### src/rtl/shifter_pkg.sv
// Shared definitions for the C-bus shifter stage.
// Optional build macro: SHIFTER_BARREL_EN (single-cycle barrel shift).
package shifter_pkg;

   localparam int NBITS      = 32;
   localparam int CNT_W      = 4;
   localparam int SLL8_STEPS = 8;

   typedef enum logic [1:0] {
      SH_NONE = 2'b00,
      SH_SLL8 = 2'b01,
      SH_SRA1 = 2'b10,
      SH_SRL1 = 2'b11
   } sh_op_e;

   typedef enum logic [1:0] {
      ST_IDLE  = 2'b00,
      ST_SHIFT = 2'b01,
      ST_DONE  = 2'b10
   } state_e;

   function automatic logic [CNT_W-1:0] steps_of(sh_op_e op);
      logic [CNT_W-1:0] s;
      unique case (op)
         SH_NONE: s = '0;
         SH_SLL8: s = CNT_W'(SLL8_STEPS);
         default: s = CNT_W'(1);
      endcase
      return s;
   endfunction

endpackage

### src/rtl/shifter_if.sv
// Handshake bundle between ALU, shifter stage and C-bus consumer.
// master: producer/consumer side, slave: the shifter stage.
interface shifter_if;
   import shifter_pkg::*;

   logic             in_valid;
   logic             in_ready;
   logic [NBITS-1:0] alu_y;
   logic             alu_c;
   logic [1:0]       sh_op;
   logic             out_valid;
   logic             out_ready;
   logic [NBITS-1:0] c_bus;
   logic             n_flag;
   logic             z_flag;
   logic             carry_flag;

   modport master (
      output in_valid, alu_y, alu_c, sh_op, out_ready,
      input  in_ready, out_valid, c_bus,
      input  n_flag, z_flag, carry_flag
   );

   modport slave (
      input  in_valid, alu_y, alu_c, sh_op, out_ready,
      output in_ready, out_valid, c_bus,
      output n_flag, z_flag, carry_flag
   );

endinterface

### src/rtl/shifter_stage_shift_unit.sv
// Combinational shifter: applies sh_op to a value by a given amount.
// Serial build feeds amount 1; barrel build feeds the full count.
module shift_unit
   import shifter_pkg::*;
(
   input  logic [NBITS-1:0] val_i,
   input  sh_op_e           op_i,
   input  logic [CNT_W-1:0] amt_i,
   output logic [NBITS-1:0] res_o
);

   // Select the shift flavour; SRA replicates the sign bit.
   always_comb begin
      res_o = val_i;
      unique case (op_i)
         SH_NONE: res_o = val_i;
         SH_SLL8: res_o = val_i << amt_i;
         SH_SRA1: res_o = NBITS'($signed(val_i) >>> amt_i);
         SH_SRL1: res_o = val_i >> amt_i;
         default: res_o = val_i;
      endcase
   end

endmodule

### src/rtl/shifter_stage.sv
// Registered shifter stage between ALU and C bus.
// Macro SHIFTER_BARREL_EN selects the single-cycle barrel path.
module shifter_stage
   import shifter_pkg::*;
(
   input logic       clk,
   input logic       rst_n,
   shifter_if.slave  bus
);

   // NBITS must be at least 16 for SLL8 to be meaningful.

   state_e           state_q, state_d;
   logic [CNT_W-1:0] cnt_q, cnt_d;
   logic [NBITS-1:0] work_q, work_d;
   sh_op_e           op_q, op_d;
   logic             carry_q, carry_d;
   logic             n_q, n_d;
   logic             z_q, z_d;

   sh_op_e           op_in;
   logic             in_ready;
   logic             accept;
   logic [CNT_W-1:0] ld_cnt;
   logic [CNT_W-1:0] ld_cnt_eff;
   logic [NBITS-1:0] ld_val;
   logic [NBITS-1:0] step_val;

   logic [NBITS-1:0] su_val;
   sh_op_e           su_op;
   logic [CNT_W-1:0] su_amt;
   logic [NBITS-1:0] su_res;

   assign op_in  = sh_op_e'(bus.sh_op);
   assign ld_cnt = steps_of(op_in);

   assign in_ready = (state_q == ST_IDLE) ||
                     ((state_q == ST_DONE) && bus.out_ready);
   assign accept   = bus.in_valid && in_ready;

`ifdef SHIFTER_BARREL_EN
   assign su_val     = bus.alu_y;
   assign su_op      = op_in;
   assign su_amt     = ld_cnt;
   assign ld_val     = su_res;
   assign ld_cnt_eff = '0;
   assign step_val   = work_q;
`else
   assign su_val     = work_q;
   assign su_op      = op_q;
   assign su_amt     = CNT_W'(1);
   assign ld_val     = bus.alu_y;
   assign ld_cnt_eff = ld_cnt;
   assign step_val   = su_res;
`endif

   shift_unit u_shift (
      .val_i (su_val),
      .op_i  (su_op),
      .amt_i (su_amt),
      .res_o (su_res)
   );

   // Next-state: accept/load, per-step shift, and result handoff.
   always_comb begin
      state_d = state_q;
      cnt_d   = cnt_q;
      work_d  = work_q;
      op_d    = op_q;
      carry_d = carry_q;
      n_d     = n_q;
      z_d     = z_q;

      unique case (state_q)
         ST_IDLE: begin
            if (accept) begin
               work_d  = ld_val;
               op_d    = op_in;
               carry_d = bus.alu_c;
               cnt_d   = ld_cnt_eff;
               if (ld_cnt_eff == '0) begin
                  state_d = ST_DONE;
                  n_d     = ld_val[NBITS-1];
                  z_d     = (ld_val == '0);
               end else begin
                  state_d = ST_SHIFT;
               end
            end
         end
         ST_SHIFT: begin
            work_d = step_val;
            cnt_d  = cnt_q - CNT_W'(1);
            if (cnt_q == CNT_W'(1)) begin
               state_d = ST_DONE;
               n_d     = step_val[NBITS-1];
               z_d     = (step_val == '0);
            end
         end
         ST_DONE: begin
            if (bus.out_ready) begin
               if (bus.in_valid) begin
                  work_d  = ld_val;
                  op_d    = op_in;
                  carry_d = bus.alu_c;
                  cnt_d   = ld_cnt_eff;
                  if (ld_cnt_eff == '0) begin
                     state_d = ST_DONE;
                     n_d     = ld_val[NBITS-1];
                     z_d     = (ld_val == '0);
                  end else begin
                     state_d = ST_SHIFT;
                  end
               end else begin
                  state_d = ST_IDLE;
               end
            end
         end
         default: state_d = ST_IDLE;
      endcase
   end

   // State and datapath registers; reset discards any in-flight op.
   always_ff @(posedge clk or negedge rst_n) begin
      if (!rst_n) begin
         state_q <= ST_IDLE;
         cnt_q   <= '0;
         work_q  <= '0;
         op_q    <= SH_NONE;
         carry_q <= 1'b0;
         n_q     <= 1'b0;
         z_q     <= 1'b0;
      end else begin
         state_q <= state_d;
         cnt_q   <= cnt_d;
         work_q  <= work_d;
         op_q    <= op_d;
         carry_q <= carry_d;
         n_q     <= n_d;
         z_q     <= z_d;
      end
   end

   assign bus.in_ready   = in_ready;
   assign bus.out_valid  = (state_q == ST_DONE);
   assign bus.c_bus      = work_q;
   assign bus.n_flag     = n_q;
   assign bus.z_flag     = z_q;
   assign bus.carry_flag = carry_q;

endmodule

### src/flat_wrapper.sv
// flat-port wrapper written by rule: the top's interface ports become plain ports
module shifter_stage_flat import shifter_pkg::*;
  (clk, rst_n, bus_in_valid, bus_alu_y, bus_alu_c, bus_sh_op, bus_out_ready, bus_in_ready, bus_out_valid, bus_c_bus, bus_n_flag, bus_z_flag, bus_carry_flag);
  shifter_if bus_i ();
  input logic clk;
  input logic rst_n;
  input wire logic [$bits(bus_i.in_valid)-1:0] bus_in_valid;
  input wire logic [$bits(bus_i.alu_y)-1:0] bus_alu_y;
  input wire logic [$bits(bus_i.alu_c)-1:0] bus_alu_c;
  input wire logic [$bits(bus_i.sh_op)-1:0] bus_sh_op;
  input wire logic [$bits(bus_i.out_ready)-1:0] bus_out_ready;
  output wire logic [$bits(bus_i.in_ready)-1:0] bus_in_ready;
  output wire logic [$bits(bus_i.out_valid)-1:0] bus_out_valid;
  output wire logic [$bits(bus_i.c_bus)-1:0] bus_c_bus;
  output wire logic [$bits(bus_i.n_flag)-1:0] bus_n_flag;
  output wire logic [$bits(bus_i.z_flag)-1:0] bus_z_flag;
  output wire logic [$bits(bus_i.carry_flag)-1:0] bus_carry_flag;
  assign bus_i.in_valid = bus_in_valid;
  assign bus_i.alu_y = bus_alu_y;
  assign bus_i.alu_c = bus_alu_c;
  assign bus_i.sh_op = bus_sh_op;
  assign bus_i.out_ready = bus_out_ready;
  assign bus_in_ready = bus_i.in_ready;
  assign bus_out_valid = bus_i.out_valid;
  assign bus_c_bus = bus_i.c_bus;
  assign bus_n_flag = bus_i.n_flag;
  assign bus_z_flag = bus_i.z_flag;
  assign bus_carry_flag = bus_i.carry_flag;
  shifter_stage u_core (.clk(clk), .rst_n(rst_n), .bus(bus_i));
endmodule
### config.mk
export PLATFORM = sky130hd
export DESIGN_NAME = shifter_stage_flat
export DESIGN_NICKNAME = d
export VERILOG_FILES = /design/src/rtl/shifter_pkg.sv /design/src/rtl/shifter_if.sv /design/src/rtl/shifter_stage_shift_unit.sv /design/src/rtl/shifter_stage.sv /design/src/flat_wrapper.sv
export SDC_FILE = /design/constraint.sdc
export NUM_CORES = 1
export LEC_CHECK = 0
export CELL_PAD_IN_SITES_DETAIL_PLACEMENT = 0
export CELL_PAD_IN_SITES_GLOBAL_PLACEMENT = 1
export CORE_MARGIN = 5
export CORE_UTILIZATION = 39
export DETAILED_ROUTE_END_ITERATION = 16
export GPL_TIMING_DRIVEN = 0
export PLACE_DENSITY = 0.93
export SLEW_MARGIN = 10
export SYNTH_ARGS = -nofsm -noshare
export SYNTH_HDL_FRONTEND = slang
export SYNTH_SLANG_ARGS = --single-unit
### constraint.sdc
create_clock -name clk -period 3 [get_ports clk]
set_input_delay 0.9 -clock clk [delete_from_list [all_inputs] [get_ports clk]]
set_output_delay 0.9 -clock clk [all_outputs]
set_load 0.02 [all_outputs]
==> summary.md <==
| Metric | Value |
|---|---|
| Vias | slightly below 3000 |
| CTS H-Tree Depth | 2 |
| Iter 0 DRT Violations | between 150 and 200 |
| Main flop type after synthesis | dfrtp_1 |
| Setup TNS | 0 ps |
| Yosys reg bits | between 40 and 50 |
| Largest net degree at the start of global routing | 26 |
| Number of CTS-inserted buffers | 5 |
| Post-Syn Nets | about 390 |
| Layout overhead on the synthesized area | 34.3% |
| Least-Margin Pin Slew | approximately 600 ps |
| Drt total wl | around 9700 um |
| TritonCTS clock tree | built |
| Critical path class | input port to primary output |
| Yosys top cell area share | ~38% |
| First-pass GRT wire length | 15600 um |
| Die ar. | about 9200 um^2 |
| Post-route cell area | 3850 um^2 |
| Floorplan core area | 7210 um^2 |
| Clk pin slew, worst setup/hold paths | around 80 ps |
| Area contributors post-synth | dfrtp_1, mux2i_1, nand2_1 |
| Tot GR Track Use | roughly 22% |
| RSZ-0062 raised after global routing | false |
| Drt first pass iters | 4 |
| Crit path required time | roughly 2100 ps |
| Number of library cell types mapped by synthesis | 38 |
| I/O Buffers | 75 |
| Residual DRC | 0 |
| Antenna cells | 0 |
| Final setup fails | 0 |
| Data arrival time of the worst path | slightly below 2000 ps |
| Total grt overflow | 0 |
| Filler Cells Inserted | ~720 |
| Antenna-violating nets left | 0 |
| Outcome | completed |
| Peak supply drop | 0.549 mV |
| Power Total | 4630 uW |
| Reg2Reg Setup Slack | approximately 570 ps |
| Period utilisation layout | a little over nine tenths |
| DP Area | between 3000 and 4000 um^2 |
| Post-Syn Area per Cell | about 8.3 um^2 |
| Initial antenna violation count | 0 |
| Fmax | about 0.35 GHz |
| Number of global-route vias before repair | approximately 3000 |
| Synth Instances | approximately 350 |
| Die Span Y | roughly 96 um |
| Synth area leader | dfrtp_1 |
| Placed cells | 520 |
| Clock root buffer | clkbuf_8 |
| Layout Utilization | a little over half |
| Die width | approximately 96 um |
| Setup crit start kind | input port |
| Post-synth EDFFs | 0 |
| Finished Layout Cells | between 500 and 600 |
| Routability cong. | between 0.9 and 1 |
| Site Rows | 31 |
| Cell area after synthesis | 2870 um^2 |
| Max cap viols | 0 |
| Fin. max-slew vios | 0 |
| Slew margin rel. | between 50% and 60% |
| Sequential area share after synthesis | between 30% and 40% |
| YS warnings | 0 |
| Vias/cell | 5.62 |
| Asr flop ratio synth | 100% |
| Sink count of the clock tree | 43 |
| I/O pin count | 76 |
| Clk_lat worst skew | about 300 ps |
| # hold bufs at CTS | 0 |
| Crit. End Element | primary output |
| Hold crit path type | register to register |
| Tmin final | approximately 2900 ps |
| CP Max Fanout | 3 |
| Initial Util | roughly 40% |
| Fin nets | 469 |
| Fraction of layout cells with a size suffix above 1 | between 7 and 8% |
| HPWL after DPL | around 7400 um |
| Avg WL per Cell | between 15 and 20 um |
| Final Hold Vio Count | 0 |
| Pwr Density | ~1200 nW/um^2 |
| Static leakage | ~0.0016 uW |
| Max clock buf depth | 2 |
| Clock Skews | approximately 5.3 ps |
routing by layer:
metal	track usage, %	up-vias	wire, um	share of wire [%]
met3	3.52	11	705	7.3
met5	0	-	0	0
met4	7.46	0	168	1.7
met1	30.9	1426	4320	45
met2	35.7	118	4490	46
li1	-	1409	-	-
synthesized netlist by cell type (2+ instances only):
cell type / number
o22ai_1: 2
inv_1: 6
buf_2: 5
clkbuf_1: 16
nor2b_1: 4
o21ai_0: 19
a211oi_1: 17
ha_1: 2
nor2_1: 34
a21o_1: 6
nor4_1: 15
o31ai_1: 2
nor3_1: 2
nor3b_1: 2
buf_1: 4
a31oi_1: 20
nand2b_1: 3
a21oi_1: 9
mux2_2: 8
nand3_1: 2
nand2_1: 70
mux2i_1: 37
dfrtp_1: 43
or3_1: 2
nand4_1: 2
layout by cell type (no fill, tap or decap), drive strengths merged, types with 2 or more instances in the layout:
| cell type | Yosys | layout |
|---|---|---|
| clkdlybuf4s50 | 0 | 73 |
| nand2 | 70 | 70 |
| dfrtp | 43 | 43 |
| mux2i | 37 | 37 |
| nor2 | 34 | 34 |
| clkbuf | 16 | 22 |
| a31oi | 20 | 20 |
| o21ai | 19 | 19 |
| a211oi | 17 | 17 |
| nor4 | 15 | 15 |
| buf | 10 | 12 |
| a21oi | 9 | 9 |
| mux2 | 9 | 9 |
| inv | 6 | 6 |
| a21o | 6 | 6 |
| nor2b | 4 | 4 |
| nand2b | 3 | 3 |
| nor3b | 2 | 2 |
| o22ai | 2 | 2 |
| nor3 | 2 | 2 |
| or3 | 2 | 2 |
| nand3 | 2 | 2 |
| nand4 | 2 | 2 |
| o31ai | 2 | 2 |
| ha | 2 | 2 |
| or4 | 2 | 2 |
power breakdown:
group	switching, uW	total [uW]	internal (uW)
clock network	202	383	181
registers	459	1340	878
logic	1640	2910	1280
total	2300	4630	2330
metrics by stage:
step	setup slack [ps]	hold slack, ps
global placement	-476	464
global route	99.3	526
CTS	92.5	489
floorplan	706	450
detailed placement	-466	469
finish	143	487
cells by family after synthesis:
| family | after synthesis | synth area share, % |
|---|---|---|
| AND/OR/NAND/NOR | 140 | 21.7 |
| buffers and inverters | 32 | 4.67 |
| multiplexers | 46 | 16.6 |
| AO/OA/AOI/OAI | 81 | 18.3 |
| flip-flops | 43 | 37.5 |
| adder cells (fa/ha/maj) | 2 | 0.872 |
| XOR/XNOR | 1 | 0.305 |
worst max-delay path, stage by stage:
cell             delay, ps
clkdlybuf4s50_1        460
inv_1                   70
a21oi_1                180
dlygate4sd2_1          350
area by class of cell:
type	instances	area [um^2]	area share [%]
multi-input combinational	270	1660	43.2
sequential	43	1080	27.9
clock buffer	6	82.6	2.14
buffer	26	114	2.96
timing repair buffer	76	764	19.9
clock inverter	1	5.00	0.130
tap	99	124	3.22
inverter	6	22.5	0.585
flip-flops by register name, indices dropped and copies added (netlist names):
name,count
u_core.bus.c_bus,32
u_core.state_q,2
u_core.bus.n_flag,1
u_core.bus.z_flag,1
u_core.cnt_q,4
u_core.bus.carry_flag,1
u_core.op_q,2
what timing repair did:
action | in CTS | in global routing
pin swaps | 0 | 0
resized for setup | 2 | 4
setup buffers | 0 | 0
setup endpoints to repair | 16 | 3
worst paths after layout:
path / start / endpoint / cells past startpoint
min: u_core.bus.carry_flag$_DFFE_PN0P_ / u_core.bus.carry_flag$_DFFE_PN0P_ / 2
max in group asynchronous: rst_n / u_core.bus.c_bus[10]$_DFFE_PN0P_ / 2
min in group asynchronous: rst_n / u_core.cnt_q[2]$_DFFE_PN0P_ / 1
max reg2reg: u_core.op_q[0]$_DFFE_PN0P_ / u_core.bus.z_flag$_DFFE_PN0P_ / 8
max: bus_out_ready / bus_in_ready / 4
min reg2reg: u_core.bus.carry_flag$_DFFE_PN0P_ / u_core.bus.carry_flag$_DFFE_PN0P_ / 2
Note: power is estimated with default switching activity, not from simulation.
